### src/rtl/mem_access_unit.sv
// Shared instruction/data memory port: one req/ready bus transaction per request.
// Owns IR, old PC and MDR; raises stall until the access completes.
//
// Ports:
//   clk, reset (async, active-low)
//   pc, alu_result, write_data   - fetch address, data address, store data
//   IRWrite, AddrSrc, MemWrite   - request decode from the main decoder
//   mem_req/we/addr/wdata        - bus request side (held until mem_ready)
//   mem_ready, mem_rdata         - bus completion side (sampled only in WAIT)
//   instr, old_pc, read_data     - IR, PC of IR, MDR
//   stall, bus_err               - core hold, sticky error
module mem_access_unit #(
    parameter int                ADDR_W    = 32,
    parameter int                DATA_W    = 32,
    parameter int                MAX_WAIT  = 255,
    parameter logic [DATA_W-1:0] NOP_INSTR = DATA_W'(32'h13)
) (
    input  logic              clk,
    input  logic              reset,
    input  logic [ADDR_W-1:0] pc,
    input  logic [ADDR_W-1:0] alu_result,
    input  logic [DATA_W-1:0] write_data,
    input  logic              IRWrite,
    input  logic              AddrSrc,
    input  logic              MemWrite,
    output logic              mem_req,
    output logic              mem_we,
    output logic [ADDR_W-1:0] mem_addr,
    output logic [DATA_W-1:0] mem_wdata,
    input  logic              mem_ready,
    input  logic [DATA_W-1:0] mem_rdata,
    output logic [DATA_W-1:0] instr,
    output logic [ADDR_W-1:0] old_pc,
    output logic [DATA_W-1:0] read_data,
    output logic              stall,
    output logic              bus_err
);

    localparam int CNT_W = $clog2(MAX_WAIT + 1);

    typedef enum logic [1:0] { S_IDLE, S_WAIT, S_DONE } state_t;
    typedef enum logic [1:0] { K_FETCH, K_LOAD, K_STORE } kind_t;

    state_t            state_q, state_d;
    kind_t             kind_q, kind_d;
    kind_t             req_kind;
    logic              req;
    logic              we_q, we_d;
    logic [ADDR_W-1:0] addr_q, addr_d;
    logic [DATA_W-1:0] wdata_q, wdata_d;
    logic [DATA_W-1:0] instr_q, instr_d;
    logic [ADDR_W-1:0] old_pc_q, old_pc_d;
    logic [DATA_W-1:0] rdata_q, rdata_d;
    logic              err_q, err_d;
    logic [CNT_W-1:0]  cnt_q, cnt_d;

    assign req      = IRWrite | AddrSrc;
    assign req_kind = IRWrite  ? K_FETCH :
                      MemWrite ? K_STORE : K_LOAD;

    // reset term keeps stall low while the core is held in reset
    assign stall     = reset & req & (state_q != S_DONE);
    assign mem_req   = (state_q == S_WAIT);
    assign mem_we    = (state_q == S_WAIT) & we_q;
    assign mem_addr  = addr_q;
    assign mem_wdata = wdata_q;
    assign instr     = instr_q;
    assign old_pc    = old_pc_q;
    assign read_data = rdata_q;
    assign bus_err   = err_q;

    always_comb begin
        state_d  = state_q;
        kind_d   = kind_q;
        we_d     = we_q;
        addr_d   = addr_q;
        wdata_d  = wdata_q;
        instr_d  = instr_q;
        old_pc_d = old_pc_q;
        rdata_d  = rdata_q;
        err_d    = err_q;
        cnt_d    = cnt_q;
        unique case (state_q)
            S_IDLE: begin
                if (req) begin
                    if (req_kind != K_FETCH && alu_result[1:0] != 2'b00) begin
                        err_d   = 1'b1;
                        state_d = S_DONE;
                    end else begin
                        addr_d  = (req_kind == K_FETCH) ? pc : alu_result;
                        we_d    = (req_kind == K_STORE);
                        wdata_d = write_data;
                        kind_d  = req_kind;
                        cnt_d   = '0;
                        state_d = S_WAIT;
                    end
                end
            end
            S_WAIT: begin
                if (mem_ready) begin
                    if (kind_q == K_FETCH) begin
                        instr_d  = mem_rdata;
                        old_pc_d = addr_q;
                    end else if (kind_q == K_LOAD) begin
                        rdata_d = mem_rdata;
                    end
                    state_d = S_DONE;
                end else if (cnt_q == CNT_W'(MAX_WAIT - 1)) begin
                    err_d = 1'b1;
                    if (kind_q == K_FETCH) begin
                        instr_d  = NOP_INSTR;
                        old_pc_d = addr_q;
                    end
                    state_d = S_DONE;
                end else begin
                    cnt_d = cnt_q + CNT_W'(1);
                end
            end
            S_DONE: begin
                we_d    = 1'b0;
                state_d = S_IDLE;
            end
            default: state_d = S_IDLE;
        endcase
    end

    always_ff @(posedge clk or negedge reset) begin
        if (!reset) begin
            state_q  <= S_IDLE;
            kind_q   <= K_FETCH;
            we_q     <= 1'b0;
            addr_q   <= '0;
            wdata_q  <= '0;
            instr_q  <= NOP_INSTR;
            old_pc_q <= '0;
            rdata_q  <= '0;
            err_q    <= 1'b0;
            cnt_q    <= '0;
        end else begin
            state_q  <= state_d;
            kind_q   <= kind_d;
            we_q     <= we_d;
            addr_q   <= addr_d;
            wdata_q  <= wdata_d;
            instr_q  <= instr_d;
            old_pc_q <= old_pc_d;
            rdata_q  <= rdata_d;
            err_q    <= err_d;
            cnt_q    <= cnt_d;
        end
    end

endmodule

### config.mk
export PLATFORM = sky130hd
export DESIGN_NAME = mem_access_unit
export DESIGN_NICKNAME = d
export VERILOG_FILES = /design/src/rtl/mem_access_unit.sv
export SDC_FILE = /design/constraint.sdc
export NUM_CORES = 1
export LEC_CHECK = 0
export CAP_MARGIN = 20
export CORE_ASPECT_RATIO = 1.4
export CORE_MARGIN = 2
export CORE_UTILIZATION = 39
export DETAILED_ROUTE_END_ITERATION = 12
export HOLD_SLACK_MARGIN = 0.03
export PLACE_DENSITY = 0.85
export REMOVE_ABC_BUFFERS = 1
export SLEW_MARGIN = 10
export SYNTH_ARGS = -nofsm -noshare
export SYNTH_HDL_FRONTEND = slang
export SYNTH_SLANG_ARGS = --single-unit
### constraint.sdc
create_clock -name clk -period 1.9 [get_ports clk]
set_input_delay 0.285 -clock clk [delete_from_list [all_inputs] [get_ports clk]]
set_output_delay 0.285 -clock clk [all_outputs]
set_load 0.02 [all_outputs]
# Word level (Yosys, flattened, before mapping)
# Index checks and enable logic that the tools add are counted.
op_classes:
  n_addsub: 1
  n_eq_ne: 13
  n_mux: 28
  bitwise: 6
  n_reduce_logical: 17
op_table:
  columns: ["operator", "count"]
  rows:
  - ["two-way mux 32 bit", 8]
  - ["two-way mux 8 bit", 4]
  - ["one-hot mux 8 bit (2 select lines)", 1]
  - ["two-way mux 2 bit", 6]
  - ["!= test 2 bit, second input constant", 6]
  - ["AND reduction 5 bit", 2]
  - ["nonzero test 2 bit", 5]
  - ["AND reduction 3 bit", 3]
  - ["adder 8 x 1 -> 8 bit, second input constant", 1]
  - ["== test 8 bit, second input constant", 1]
  - ["zero test 2 bit", 3]
  - ["two-way mux 1 bit", 6]
  - ["== test 2 x 1 -> 1 bit, second input constant", 2]
  - ["== test 2 bit, second input constant", 2]
  - ["one-hot mux 1 bit (2 select lines)", 2]
  - ["one-hot mux 2 bit (2 select lines)", 1]
  - ["AND reduction 2 bit", 2]
  - ["AND reduction 4 bit", 1]
  - ["bitwise AND 1 bit", 3]
  - ["!= test 3 x 1 -> 1 bit, second input constant", 1]
  - ["!= test 2 x 1 -> 1 bit, second input constant", 1]
  - ["NOT 1 bit", 2]
  - ["logical AND 1 bit", 1]
  - ["bitwise OR 1 bit", 1]
totals:
  reg_bits: 174
  input_bits: 134
  out_inout_bits: 164
  elab_cells: 75

# Depth between registers and ports, before layout
depth:
  depth_word: 7
  mapped_depth: 8

# Least setup slack after synthesis
# Ideal clock, no wire load.
synth_timing:
  path_type: "register to register"
  startpoint: "register cnt_q[0]"
  endpoint: "register old_pc_q[10] (netlist: old_pc[10])"
  setup_time_ns: 0.125
  arrival_ns: 1.808
  required_ns: 1.775
  path_slack_ns: -0.033
  stages_incl_launch_ff: 9
  n_path_buf: 2
  period_less_slack_ns: 1.933
  cell_sequence: "dfrtp_1 inv_1 ha_1 and3_1 a21oi_1 or4_1 buf_4 buf_6 mux2_4"
synth_between:
  elab_chain_len: 3
synth_rtl:
  columns: ["item", "line", "text"]
  rows:
  - ["from (decl)", "55", "logic [CNT_W-1:0] cnt_q, cnt_d;"]
  - ["from (signal assigned)", "149", "cnt_q <= cnt_d;"]
  - ["== test 8 bit", "108", "end else if (cnt_q == CNT_W'(MAX_WAIT - 1)) begin"]
  - ["nonzero test 2 bit (no source line)", null, null]
  - ["AND reduction 2 bit (no source line)", null, null]
  - ["to (signal assigned)", "146", "old_pc_q <= old_pc_d;"]
  - ["to (decl)", "52", "logic [ADDR_W-1:0] old_pc_q, old_pc_d;"]
# No other way between the ends.
# A chain may end at the register's enable or synchronous reset.

# Final worst setup path
layout_timing:
  startpoint: "register cnt_q[0]"
  endpoint: "register old_pc_q[17] (netlist: old_pc[17])"
# The elaborated chain is that of the path after synthesis.

==> impl_metrics.toml <==
[sta]
slew_violations = 0
rsz0062_at_grt = "yes"
timing.clock.skew_ns = 0.008942
setup_violations = 45
relSlewSlack_pct = 32.08
worst_slew_pin_slew_ns = 1.019
final_critical_path_setup_slack_ns = -0.06078
max_freq_mhz = 510.0
final.min_clock_period_ns = 1.961
final.period_utilization_pct = 103.2
fin_setup_tns_ns = -1.509
timing.final.hold_violations = 12
timing.hold.ws_ns = -0.04366

[global_route]
wire_length_of_the_first_global_routing_pass_um = 29080
first_global_vias = 5625
grt_util_met2_pct = 32.89
grt_start_max_net_pins = 175
grt_antenna_before_repair = 2
groute.layer.met3.usage_pct = 6.593
grt.busiest_layer = "met2"
global_route.usage.met1_pct = 21.43
global_route.usage.total_pct = 18.96
globalRoute.totalOverflow = 0

[worst_setup_path]
timing.critical_path.fanout_max = 24
critPathSlowestCell = "sky130_fd_sc_hd__or4_4"
crit_path_max_incr_delay_ns = 0.46
worst-path-buf-inv = 2
critPathArrivalTime_ns = 2.27
worstSetupEndpointType = "flop"
crit_type = "flop to flop"
data_required_time_at_the_worst_endpoint_ns = 2.21
critical_path_cell_sequence = "inv_1, ha_2, and3_4, a21oi_2, or4_4, buf_12, mux2_4"
worst_setup_path_start_kind = "flop"
critical_path.top_delay_family = "simple AND/OR/NAND/NOR gates"

[yosys]
synth_xor_area_share_pct = 0
netlist_area_before_placement_um2 = 7266
asyncSetResetFlopFracSynth_pct = 100.0
synth.avg_cell_area_um2 = 13.04
yosys_register_bits = 174
mux_cell_area_share_after_synthesis_pct = 25.21
yosys-top-cells-area = "sky130_fd_sc_hd__dfrtp_1 (59%), sky130_fd_sc_hd__mux2_2 (11%), sky130_fd_sc_hd__mux2i_1 (8.3%)"
synth_compound_area_share_pct = 4.615
synthSimpleGateAreaFrac_pct = 5.889
synth_top_area_share_pct = 58.89
synth_enable_flop_cells = 0
synth_cells = 557
synth_area_leader_cell = "sky130_fd_sc_hd__dfrtp_1"
synth_top_family_by_area = "multiplexers"
synth.distinct_cells = 36
yosys.area_share.adder_pct = 0.3444
synth-seq-area-share_pct = 59.98
synth-warning-count = 0
synth_top_flop_cell = "sky130_fd_sc_hd__dfrtp_1"

[final_layout]
post-route-util_pct = 61.58
final-seq-area_um2 = 4358
layout_commonest_cell = "sky130_fd_sc_hd__clkdlybuf4s50_1"
multi_input_area_um2 = 2655
layout-drive-gt1-share_pct = 20.58
area.growth.synth_to_final_pct = 56.41
final.fill_count = 1436
finish.net_count = 1017
layout_common_cells = "sky130_fd_sc_hd__clkdlybuf4s50_1 (291), sky130_fd_sc_hd__dfrtp_1 (171), sky130_fd_sc_hd__nand2_1 (68), sky130_fd_sc_hd__mux2_2 (68), sky130_fd_sc_hd__mux2i_1 (59)"

[routing]
detail_route.drc_violations = 0
wirelength_um = 18660
drt-pass1-iter-count = 4
post_drt_via_cell_ratio = 4.783
detailedRoute.firstIterationViolations = 264
num_vias = 5448
detail-route-antenna-nets = 0
drt-wirelength-per-cell_um = 16.39

[cts]
htreeDepth = 4
numCtsBuffers = 17
library_cell_used_as_clock_root_buffer = "sky130_fd_sc_hd__clkbuf_16"
clock_tree_from_tritoncts = "built"
tritoncts_num_sinks = 174
clk_pin_slew_worst_setup_hold_paths_ns = 0.07
postCtsSetupBuffers = 0
clock_insertion_delay_worst_skew_ns = 0.43
cts_buffer_depth = 2

[placed_design]
place_hpwl_um = 13620
portBuffers = 297
setup_ws_pre_cts_ns = -0.2546
globalplace.congestion = 0.7889

[run_status]
outcome = "finished, violations left"
failed_checks = "hold timing, setup timing"

[floorplanning]
width_of_the_die_um = 119.4
boundaryPins = 298
area_of_the_placeable_core_um2 = 18460
dieArea_um2 = 19750
die_h_um = 165.5
placementRows = 59
starting_density_pct = 39.37

[hold_path]
min_path_type = "input pin to asynchronous set/reset pin"

[power_and_ir_drop]
p_leak_nw = 5.246
ir_drop_v = 0.0008384
power.density_cell_area_nw_per_um2 = 1658

[flow_run]
cap_viol_max_count = 0
-- cells by family (layout without fill, tap and decap cells) --
logic type,Yosys count,count (layout)
flip-flops,174,174
buffers and inverters,64,401
adder cells (fa/ha/maj),2,2
AO/OA/AOI/OAI,59,59
other,0,1
AND/OR/NAND/NOR,99,99
multiplexers,159,159
-- final cells by class --
| type | instances | share of cell area (%) |
|---|---|---|
| multi-input combinational | 319 | 23.36 |
| sequential | 174 | 38.35 |
| timing repair buffer | 334 | 29.19 |
| tap | 244 | 2.686 |
| inverter | 35 | 1.156 |
| antenna | 1 | 0.02202 |
| clock inverter | 15 | 1.497 |
| clock buffer | 17 | 3.743 |
-- stage by stage --
step           instance area, um2  total power [mW]  instances
2_1_floorplan                7109             11.04        528
3_3_place_gp                10740             15.19       1106
3_5_place_dp                10740             15.44       1106
4_1_cts                     11340             19.05       1138
5_1_grt                     11360             19.86       1139
6_report                    11360             18.85       1139
-- state kept, by name, summed over array words and instances, names as in the netlist, 2 cells and up --
signal / flops
instr: 32
mem_addr: 32
mem_wdata: 32
old_pc: 32
read_data: 32
cnt_q: 8
kind_q: 2
state_q: 2
-- synthesized netlist by cell type (all sizes together), types with 4 or more instances --
master,number
dfrtp,171
mux2,99
nand2,68
mux2i,60
o21ai,41
inv,35
buf,19
clkbuf,10
nand3,7
nor2,6
a21oi,4
a31oi,4
nand2b,4
-- power by group --
part / internal (mW) / switching [mW]
Sequential: 5.36 / 0.961
Clock: 1.88 / 1.64
Combinational: 4.74 / 4.27
Total: 12.0 / 6.87
-- layer usage --
metal,up-vias,wire length [um]
met5,-,16
met4,2,451
met3,33,1369
met2,214,9741
met1,2643,7086
li1,2556,-
-- timing repair --
action | in CTS | in global routing
hold endpoints to repair | 0 | 0
endpoints found under the setup margin | 55 | 56
resized for setup | 7 | 8
hold buffers | 0 | 0
-- final timing paths --
path	from	endpoint	slack (ns)	depth (start not counted)
setup / recovery	cnt_q[0]	old_pc[17]	-0.06	7
hold / removal	reset	mem_wdata[18]	-0.04	2
setup reg to reg	cnt_q[0]	old_pc[17]	-0.06	7
hold reg to reg	bus_err	bus_err	0.47	1
max in group asynchronous	reset	old_pc[23]	1.12	2
min in group clk	IRWrite	we_q	0.30	3
(Power assumes the default switching activity.)
